`src/rtl/reorder_buffer.sv`:
```
// reorder_buffer: in-order retirement buffer with multi-lane dispatch, CDB capture, branch flush and sticky halt.
// Optional ROB_BYPASS_EN forwards same-cycle CDB results onto entry_ready/entry_value (commit stays registered).
module reorder_buffer #(
    parameter int DEPTH      = 16,
    parameter int IDX_W      = 4,
    parameter int DATA_W     = 16,
    parameter int REG_W      = 4,
    parameter int DISPATCH_W = 4,
    parameter int CDB_W      = 4,
    parameter int COMMIT_W   = 4
) (
    input  logic                        clk,
    input  logic                        rst_n,
    input  logic [DISPATCH_W-1:0]       dispatch_valid,
    input  logic [DISPATCH_W*REG_W-1:0] dispatch_rt,
    input  logic [DISPATCH_W-1:0]       dispatch_halt,
    output logic                        dispatch_ack,
    output logic [DISPATCH_W*IDX_W-1:0] dispatch_idx,
    output logic [IDX_W:0]              free_count,
    input  logic [CDB_W-1:0]            cdb_valid,
    input  logic [CDB_W*IDX_W-1:0]      cdb_idx,
    input  logic [CDB_W*DATA_W-1:0]     cdb_value,
    output logic [DEPTH-1:0]            entry_ready,
    output logic [DEPTH*DATA_W-1:0]     entry_value,
    input  logic                        flush_valid,
    input  logic [IDX_W-1:0]            flush_idx,
    output logic [COMMIT_W-1:0]         commit_valid,
    output logic [COMMIT_W*REG_W-1:0]   commit_rt,
    output logic [COMMIT_W*DATA_W-1:0]  commit_value,
    output logic [COMMIT_W*IDX_W-1:0]   commit_idx,
    output logic [IDX_W-1:0]            head,
    output logic [IDX_W:0]              count,
    output logic                        halted
);
    localparam logic [IDX_W:0] DEPTH_C = (IDX_W+1)'(DEPTH);

    logic [DEPTH-1:0]  r_valid;
    logic [DEPTH-1:0]  r_ready;
    logic [DEPTH-1:0]  r_halt;
    logic [REG_W-1:0]  r_rt    [DEPTH];
    logic [DATA_W-1:0] r_value [DEPTH];
    logic [IDX_W-1:0]  r_head;
    logic [IDX_W-1:0]  r_tail;
    logic [IDX_W:0]    r_count;
    logic              r_halted;

    logic [IDX_W:0]    w_n;
    logic [IDX_W:0]    w_free;
    logic [IDX_W-1:0]  w_didx    [DISPATCH_W];
    logic [IDX_W-1:0]  w_cdb_idx [CDB_W];
    logic [IDX_W-1:0]  w_cidx    [COMMIT_W];
    logic [IDX_W-1:0]  w_age     [DEPTH];
    logic [IDX_W-1:0]  w_flush_age;
    logic              w_flush_apply;
    logic [DEPTH-1:0]  w_squash;
    logic [DEPTH-1:0]  w_retire;
    logic [IDX_W:0]    w_retire_n;
    logic              w_halt_retire;
    logic              w_stop;
    logic [IDX_W:0]    w_count_next;
    logic [IDX_W-1:0]  w_tail_next;

    assign head       = r_head;
    assign count      = r_count;
    assign halted     = r_halted;
    assign w_free     = DEPTH_C - r_count;
    assign free_count = w_free;

    // Dispatch: all-or-nothing allocation at tail, blocked by flush and halt.
    always_comb begin
        // NOTE: every combinational output gets a default before any conditional write, so no latch is inferred.
        w_n = '0;
        for (int i = 0; i < DISPATCH_W; i++) begin
            w_n = w_n + {{IDX_W{1'b0}}, dispatch_valid[i]};
        end
        for (int i = 0; i < DISPATCH_W; i++) begin
            w_didx[i] = r_tail + IDX_W'(i);
            dispatch_idx[i*IDX_W +: IDX_W] = w_didx[i];
        end
        dispatch_ack = (w_n != '0) && (w_n <= w_free) && !flush_valid && !r_halted;
    end

    always_comb begin
        for (int c = 0; c < CDB_W; c++) begin
            w_cdb_idx[c] = cdb_idx[c*IDX_W +: IDX_W];
        end
    end

    // Flush: ages are measured from head so wrap-around compares correctly.
    always_comb begin
        w_flush_apply = flush_valid && r_valid[flush_idx];
        w_flush_age   = flush_idx - r_head;
        for (int i = 0; i < DEPTH; i++) begin
            w_age[i]    = IDX_W'(i) - r_head;
            w_squash[i] = w_flush_apply && r_valid[i] && (w_age[i] > w_flush_age);
        end
    end

    // Commit scan from head; squashed entries beyond a same-cycle flush point never retire.
    always_comb begin
        commit_valid  = '0;
        commit_rt     = '0;
        commit_value  = '0;
        commit_idx    = '0;
        w_retire      = '0;
        w_retire_n    = '0;
        w_halt_retire = 1'b0;
        w_stop        = r_halted;
        for (int j = 0; j < COMMIT_W; j++) begin
            w_cidx[j] = r_head + IDX_W'(j);
            commit_idx[j*IDX_W +: IDX_W]     = w_cidx[j];
            commit_rt[j*REG_W +: REG_W]      = r_rt[w_cidx[j]];
            commit_value[j*DATA_W +: DATA_W] = r_value[w_cidx[j]];
            if (w_stop || !r_valid[w_cidx[j]] || !r_ready[w_cidx[j]] ||
                (w_flush_apply && (IDX_W'(j) > w_flush_age))) begin
                w_stop = 1'b1;
            end else begin
                w_retire[w_cidx[j]] = 1'b1;
                w_retire_n          = w_retire_n + 1'b1;
                if (r_halt[w_cidx[j]]) begin
                    w_halt_retire = 1'b1;
                    w_stop        = 1'b1;
                end else begin
                    commit_valid[j] = 1'b1;
                end
            end
        end
    end

    always_comb begin
        if (w_flush_apply) begin
            w_count_next = {1'b0, w_flush_age} + (IDX_W+1)'(1) - w_retire_n;
            w_tail_next  = flush_idx + IDX_W'(1);
        end else if (dispatch_ack) begin
            w_count_next = r_count + w_n - w_retire_n;
            w_tail_next  = r_tail + w_n[IDX_W-1:0];
        end else begin
            w_count_next = r_count - w_retire_n;
            w_tail_next  = r_tail;
        end
    end

    always_comb begin
        entry_ready = r_valid & r_ready;
        for (int i = 0; i < DEPTH; i++) begin
            entry_value[i*DATA_W +: DATA_W] = r_value[i];
        end
`ifdef ROB_BYPASS_EN
        for (int c = 0; c < CDB_W; c++) begin
            if (cdb_valid[c] && r_valid[w_cdb_idx[c]]) begin
                entry_ready[w_cdb_idx[c]] = 1'b1;
                entry_value[w_cdb_idx[c]*DATA_W +: DATA_W] = cdb_value[c*DATA_W +: DATA_W];
            end
        end
`endif
    end

    always_ff @(posedge clk or negedge rst_n) begin
        if (!rst_n) begin
            r_valid  <= '0;
            r_ready  <= '0;
            r_halt   <= '0;
            r_head   <= '0;
            r_tail   <= '0;
            r_count  <= '0;
            r_halted <= 1'b0;
            // NOTE: the entry array is reset too, because entry_value must read zero straight out of reset.
            for (int i = 0; i < DEPTH; i++) begin
                r_rt[i]    <= '0;
                r_value[i] <= '0;
            end
        end else begin
            // NOTE: non-blocking writes; a later write in this block overrides an earlier one, which gives the
            // highest CDB channel priority and lets invalidation win over a capture on the same entry.
            for (int c = 0; c < CDB_W; c++) begin
                if (cdb_valid[c] && r_valid[w_cdb_idx[c]]) begin
                    r_ready[w_cdb_idx[c]] <= 1'b1;
                    r_value[w_cdb_idx[c]] <= cdb_value[c*DATA_W +: DATA_W];
                end
            end
            for (int i = 0; i < DEPTH; i++) begin
                if (w_retire[i] || w_squash[i]) begin
                    r_valid[i] <= 1'b0;
                    r_ready[i] <= 1'b0;
                end
            end
            if (dispatch_ack) begin
                for (int l = 0; l < DISPATCH_W; l++) begin
                    if (dispatch_valid[l]) begin
                        r_valid[w_didx[l]] <= 1'b1;
                        r_ready[w_didx[l]] <= dispatch_halt[l];
                        r_halt[w_didx[l]]  <= dispatch_halt[l];
                        r_rt[w_didx[l]]    <= dispatch_rt[l*REG_W +: REG_W];
                        r_value[w_didx[l]] <= '0;
                    end
                end
            end
            r_head  <= r_head + w_retire_n[IDX_W-1:0];
            r_tail  <= w_tail_next;
            r_count <= w_count_next;
            if (w_halt_retire) begin
                r_halted <= 1'b1;
            end
        end
    end

endmodule

```
`config.mk`:
```
export PLATFORM = sky130hd
export DESIGN_NAME = reorder_buffer
export DESIGN_NICKNAME = d
export VERILOG_FILES = /design/src/rtl/reorder_buffer.sv
export SDC_FILE = /design/constraint.sdc
export NUM_CORES = 2
export LEC_CHECK = 0
export ABC_CLOCK_PERIOD_IN_PS = 7800
export CAP_MARGIN = 30
export CORE_ASPECT_RATIO = 1.1
export CORE_MARGIN = 2
export CORE_UTILIZATION = 45
export DETAILED_ROUTE_END_ITERATION = 7
export PLACE_DENSITY_LB_ADDON = 0.1
export SLEW_MARGIN = 20
export SYNTH_ARGS = -nofsm -noshare
export SYNTH_HDL_FRONTEND = slang
export SYNTH_SLANG_ARGS = --single-unit
```
`constraint.sdc`:
```
create_clock -name clk -period 7.8 [get_ports clk]
set_clock_uncertainty 0.1 [all_clocks]
set_input_delay 1.17 -clock clk [delete_from_list [all_inputs] [get_ports clk]]
set_output_delay 1.17 -clock clk [all_outputs]
set_load 0.03 [all_outputs]
```
* After elaboration in Yosys (flattened, before gate mapping)
Cells that the tools add are included.
** Word-level totals
- Register bits :: 382
- Bits in latches :: 0
- Bits in writable memories :: 0
- Bits in read-only memories :: 0
- Bits of input ports :: 115
- Output and inout port bits :: 404
- Word-level logic and storage cells :: 513
- Memories :: 0
** Operators by class
- Add/subtract/negate cells :: 38
- Multiply operators :: 0
- Divide/modulo/power cells :: 0
- $lt $le $gt $ge :: 66
- Equality and inequality tests :: 0
- Shifts and indexed selects :: 0
- Mux-type cells :: 234
- Bitwise logic cells :: 32
- Reduce and logical (&&, ||, !) cells :: 104
** Operators by type and width (count)
- $mux W256 :: 12
- $and A256 B256 Y256 :: 4
- $bwmux W256 :: 4
- $not A256 Y256 :: 4
- $mux W16 :: 47
- $demux W16 S4 :: 8
- $mux W64 :: 7
- $bmux W16 S4 :: 4
- $bwmux W64 :: 4
- $or A16 B16 Y16 :: 11
- $bwmux W16 :: 8
- $mux W1 :: 84
- $bmux W1 S4 :: 17
- $lt A4 B5 Y1 const B :: 13
- $bmux W4 S4 :: 4
- $demux W4 S4 :: 4
- $gt A4 B4 Y1 :: 16
- $logic_and A1 B1 Y1 :: 64
- $ge A5 B5 Y1 const B :: 12
- $not A4 Y5 :: 12
- $mux W4 :: 14
- $demux W1 S4 :: 12
- $ge A4 B1 Y1 const B :: 12
- $lt A5 B1 Y1 const B :: 8
- 25 further kinds :: 89

* Longest topological paths before layout
- Depth in word-level cells :: 33
- Gate-level depth with buffers :: 26
- Mapped depth without buffers :: 24

* Worst setup path before layout
No wires, ideal clock.
- Path type :: flip-flop to flip-flop
- Start point :: register r_head[0] (netlist: head[0])
- End point :: register r_count[4] (netlist: count[4])
- Library setup time :: 0.137 ns
- Arrival time :: 6.179 ns
- Data required time :: 7.563 ns
- Slack :: 1.384 ns
- Stages on the path, launching flop included :: 23
- Buffers on the path :: 2
- Clock period less this slack :: 6.416 ns
- Cell sequence :: dfrtp_1 inv_1 clkbuf_1 ha_1 inv_2 mux4_2 a2111oi_4 clkbuf_1 ha_1 xnor2_1 ha_1 inv_1 nor2_1 xor2_1 or2_2 fa_1 ha_1 a21o_1 a21oi_1 mux2i_1 o21ai_0 xnor2_1 a21oi_1
** On the way
- Elaborated cells on any way between the ends :: 73
- Those cells by class :: add/sub (11); order compare (4); mux (34); reduce/logical (24)
** RTL lines
- start, declared :: RTL line 42 : logic [IDX_W-1:0] r_head;
- start signal, assigned :: RTL line 198 : r_head <= r_head + w_retire_n[IDX_W-1:0];
- $add A4 B1 Y4 (*) :: RTL line 110 : w_cidx[j] = r_head + IDX_W'(j);
- net commit_idx[4] :: RTL line 30 : output logic [COMMIT_W*IDX_W-1:0] commit_idx,
- parallel branches: the longest is 14 deep, another holds $add A5 B1 Y5
- $mux W5 (*) :: RTL line 114 : if (w_stop || !r_valid[w_cidx[j]] || !r_ready[w_cidx[j]] ||
- $sub A5 B5 Y5, on equally long branches :: RTL line 138, 135
- $mux W5 :: RTL line 134 : end else if (dispatch_ack) begin
- $mux W5 (*) :: RTL line 131 : if (w_flush_apply) begin
- net w_count_next[4] :: RTL line 60 : logic [IDX_W:0] w_count_next;
- end signal, assigned :: RTL line 200 : r_count <= w_count_next;
- end, declared :: RTL line 44 : logic [IDX_W:0] r_count;
Mark *: on every way through the listed nets, which the timed path passes. The select of a mux whose other input is x is not followed.
A chain may end at the register's enable or synchronous reset.

* Final worst setup path
- Start point :: register r_head[1] (netlist: head[1])
- End point :: register r_count[4] (netlist: count[4])
** On the way
- Longest elaborated chain between the ends :: 22
- Elaborated cells on any way between the ends :: 73
- Those cells by class :: add/sub (11); order compare (4); mux (34); reduce/logical (24)
** RTL lines (RTL line)
- parallel branches: the longest is 21 deep, another holds $add A5 B1 Y5
- $mux W5 (*) :: 131
- net w_count_next[4] :: 60
Marked as above.

==> impl_results.md <==
* Peak supply drop at 0.5557 mV
* Proportion of layout cells with a drive suffix above 1 at 0.1551
* Hold buffer count at CTS at 0
* Sw Pwr at 14.54 mW
* Total power at 28.16 mW
* IO Count at 519
* Max Fclk at 0.1507 GHz
* Origin of the worst setup path: head[1]$_DFF_PN0_
* # clock sinks at 382
* FF-to-FF setup slack at 1.17 ns
* Worst slew margin at 0.2402
* Netlist cell types at 77
* Largest family of logic cells by synthesized area: multiplexers
* CTS Buffer Depth at 3
* Initial core utilization at 0.4523
* Mux contribution to synthesized area at 0.3152
* Critical-path maximum fanout at 34
* Final setup vio count at 0
* Cts repair resizes at 0
* Clock Tree Root: clkbuf_16
* Worst EP arrival at 7.01 ns
* Die X-Extent at 291.7 um
* Starting DRT DRC Count at 6752
* Fin cells at 5943
* Core ar. at 90570 sq um
* Cell taking the most area after synthesis: mux4_2
* Max H-tree Level at 2
* Commonest non-fill, non-tap cell in the layout: nand2_1
* DRC viols at 3
* Dpl cell area at 46900 sq um
* Setup bufs post-CTS at 0
* Number of global-route vias before repair at 40330
* Die height at 320.4 um
* Static Leak at 18.98 nW
* Clock Power Share at 0.090
* Worst r2r src: head[1]$_DFF_PN0_
* Post-DP HPWL at 147.0 mm
* Synth Area in Compound Gates at 0.2074
* Async set-reset flop share out of synthesis at 1.000
* Post-synth top area share at 0.2375
* Num CTS Buffers at 49
* Status: complete, but fails checks
* Int Power at 13.62 mW
* Number of synthesized flops with an enable pin at 0
* Net Sw Frac at 0.5163
* Post-Synth Adder-Cell Area at 0.03085
* Util after Layout at 0.5397
* CP Class: reg2reg
* CTS tree: yes
* Setup ws final at 1.166 ns
* 1st-pass router iterations at 8
* First-pass GRT wire length at 301.1 mm
* Dominant synthesized flop cell: dfrtp_1
* Ranking of synthesized cells by area: mux4_2 (24%), dfrtp_1 (23%), mux2i_1 (7.6%), a211oi_1 (5.6%), nand2_1 (4.8%)
* Layout net count at 4931
* Total grt overflow at 0
* GRT Util Overall at 0.4418
* Mapped Area at 40970 sq um
* Setup TNS at 0 ns
* Gp weighted congestion at 1.005
* Yosys warnings at 0
* Clk_lat worst skew at 0.64 ns
* Area grow syn2layout at 19.33%
* Tightest Pin Transition at 1.136 ns
* RSZ-0062 raised after global routing: no
* Fin. max-slew vios at 0
* Comb power frac at 0.720
* Placed cell count at 5834
* Critical Path Sink: count[4]$_DFF_PN0_
* Fill count at 8272
* Gate Count Post-Synth at 4540
* DRT Wirelength at 212.5 mm
* Reg-to-Reg End: count[4]$_DFF_PN0_
* Vias per inst at 7.377
* Routed Antenna Nets at 0
* Simple-gate area share of the yosys netlist at 0.1422
* Critical path capture point type: flop
* Worst min-delay path class: in2async
* Initial antenna violation count at 12
* Largest net degree at the start of global routing at 136
* Seq/Total Area, Yosys at 0.2333
* CP required at 8.18 ns
* Post-Place Worst Slack at 0.6615 ns
* XOR/XNOR share of the synthesized area at 0.008552
* Most frequent cells in the layout: nand2_1 (525), clkdlybuf4s50_1 (515), nor2_1 (440)
* Hold Vio Cnt, Final at 0
* Post-synthesis register bit count at 382
* Syn Area/Cell at 9.023 sq um
* Fin crit period at 6.634 ns
* Clock-pin slew on the worst setup and hold paths at 0.06 ns
* Startpoint Class: flop
* Post-route clock period utilization at 0.8505
* Max-cap check violation count at 0
* FF-to-FF path depth at 22
* Avg WL per Cell at 35.75 um
* Failing checks: DRC
* Port-buffer cells at 518
* Die Area at 93470 sq um
* Power Density at 576.0 nW/um^2
* # rows at 116
* Fin area at 48880 sq um
* Via count at 43840
* Hold slack at 0.4106 ns
* Share of power burned in registers at 0.190
## synth_stat cells, drive strengths merged, types with 4 or more instances
master / instances
xor2: 14
o22ai: 9
a21o: 19
nand3b: 4
xnor2: 23
a21boi: 4
nor2: 451
nor3b: 10
mux4: 433
fa: 10
o2111ai: 4
o32ai: 21
and4: 4
or3: 5
o41ai: 7
mux2i: 312
inv: 99
nor4: 28
o311ai: 13
and3: 23
nand4: 26
dfrtp: 382
buf: 111
clkbuf: 434
a41o: 7
a311oi: 24
a211oi: 306
a22oi: 100
a211o: 4
a31oi: 16
nor2b: 24
nand2: 526
a21oi: 324
o31ai: 24
ha: 85
or2: 4
nor3: 78
and2: 19
nand3: 124
a41oi: 22
o211ai: 159
o21bai: 8
o21ai: 188
nand2b: 17
## cell type report
class / instances / area [sq um] / area share
well taps: 1180 / 1476 / 0.03020
clock inverters: 21 / 314.1 / 0.006425
multi-input cells: 3513 / 29110 / 0.5955
flip-flops and latches: 382 / 9568 / 0.1957
diodes: 6 / 15.01 / 0.0003071
clock buffers: 66 / 1383 / 0.02828
inverters: 101 / 381.6 / 0.007807
repair buffers: 674 / 6634 / 0.1357
## registers in the layout, indices dropped and copies added (netlist names)
register     flops
r_tail           4
r_ready         16
r_valid         16
count            5
halted           1
head             4
r_rt            64
entry_value    256
r_halt          16
## worst min-delay path by stage
stage	from	endpoint	slack [ns]	cells past startpoint
6_report	rst_n	r_rt[54]$_DFFE_PN0P_	0.41	1
5_1_grt	rst_n	r_rt[48]$_DFFE_PN0P_	0.43	1
4_1_cts	rst_n	r_rt[54]$_DFFE_PN0P_	0.42	1
3_5_place_dp	halted$_DFFE_PN0P_	halted$_DFFE_PN0P_	0.46	1
3_3_place_gp	halted$_DFFE_PN0P_	halted$_DFFE_PN0P_	0.45	1
2_1_floorplan	r_halt[3]$_DFFE_PN0P_	r_halt[3]$_DFFE_PN0P_	0.40	2
## critical path, stage by stage, from the launching register on
cell     delay [ns]
dfrtp_4        0.68
ha_1           0.46
xnor2_4        0.50
inv_4          0.31
mux4_2         0.43
nor2_1         0.04
a41o_1         0.31
nor4b_2        0.51
nand2_1        0.29
mux2i_1        0.32
ha_1           0.20
inv_1          0.04
nor2_1         0.12
xor2_1         0.09
or2_2          0.34
fa_1           0.48
ha_1           0.33
a21o_1         0.20
a21oi_1        0.17
mux2i_1        0.09
o21ai_0        0.22
xnor2_1        0.15
a21oi_1        0.08
## kinds of logic after synthesis
kind of cell               after synthesis
and+or+nand+nor                       1352
other                                    1
adders and majority gates               95
AOI/OAI and AO/OA                     1279
xor gates and xnor gates                37
muxes                                  748
buffers and inverters                  646
DFF                                    382
## power groups by stage
stage / Combinational [mW] / Clock [mW] / Sequential (mW)
finish: 20.3 / 2.53 / 5.36
floorplan: 12.3 / 0 / 5.25
global placement: 19.7 / 0 / 5.17
global route: 21.2 / 2.60 / 5.35
detailed placement: 19.8 / 0 / 5.18
CTS: 19.9 / 2.53 / 5.16
## per-layer routing
metal  wire [um]  GRT usage  up-vias
met5         108          0        -
met4       13600     0.2312       18
met3       31710     0.1666      800
met2       90650     0.6498     3945
met1       76410     0.5655    21340
li1            -          -    17740
No activity file was read; power rests on OpenSTA's default activity.
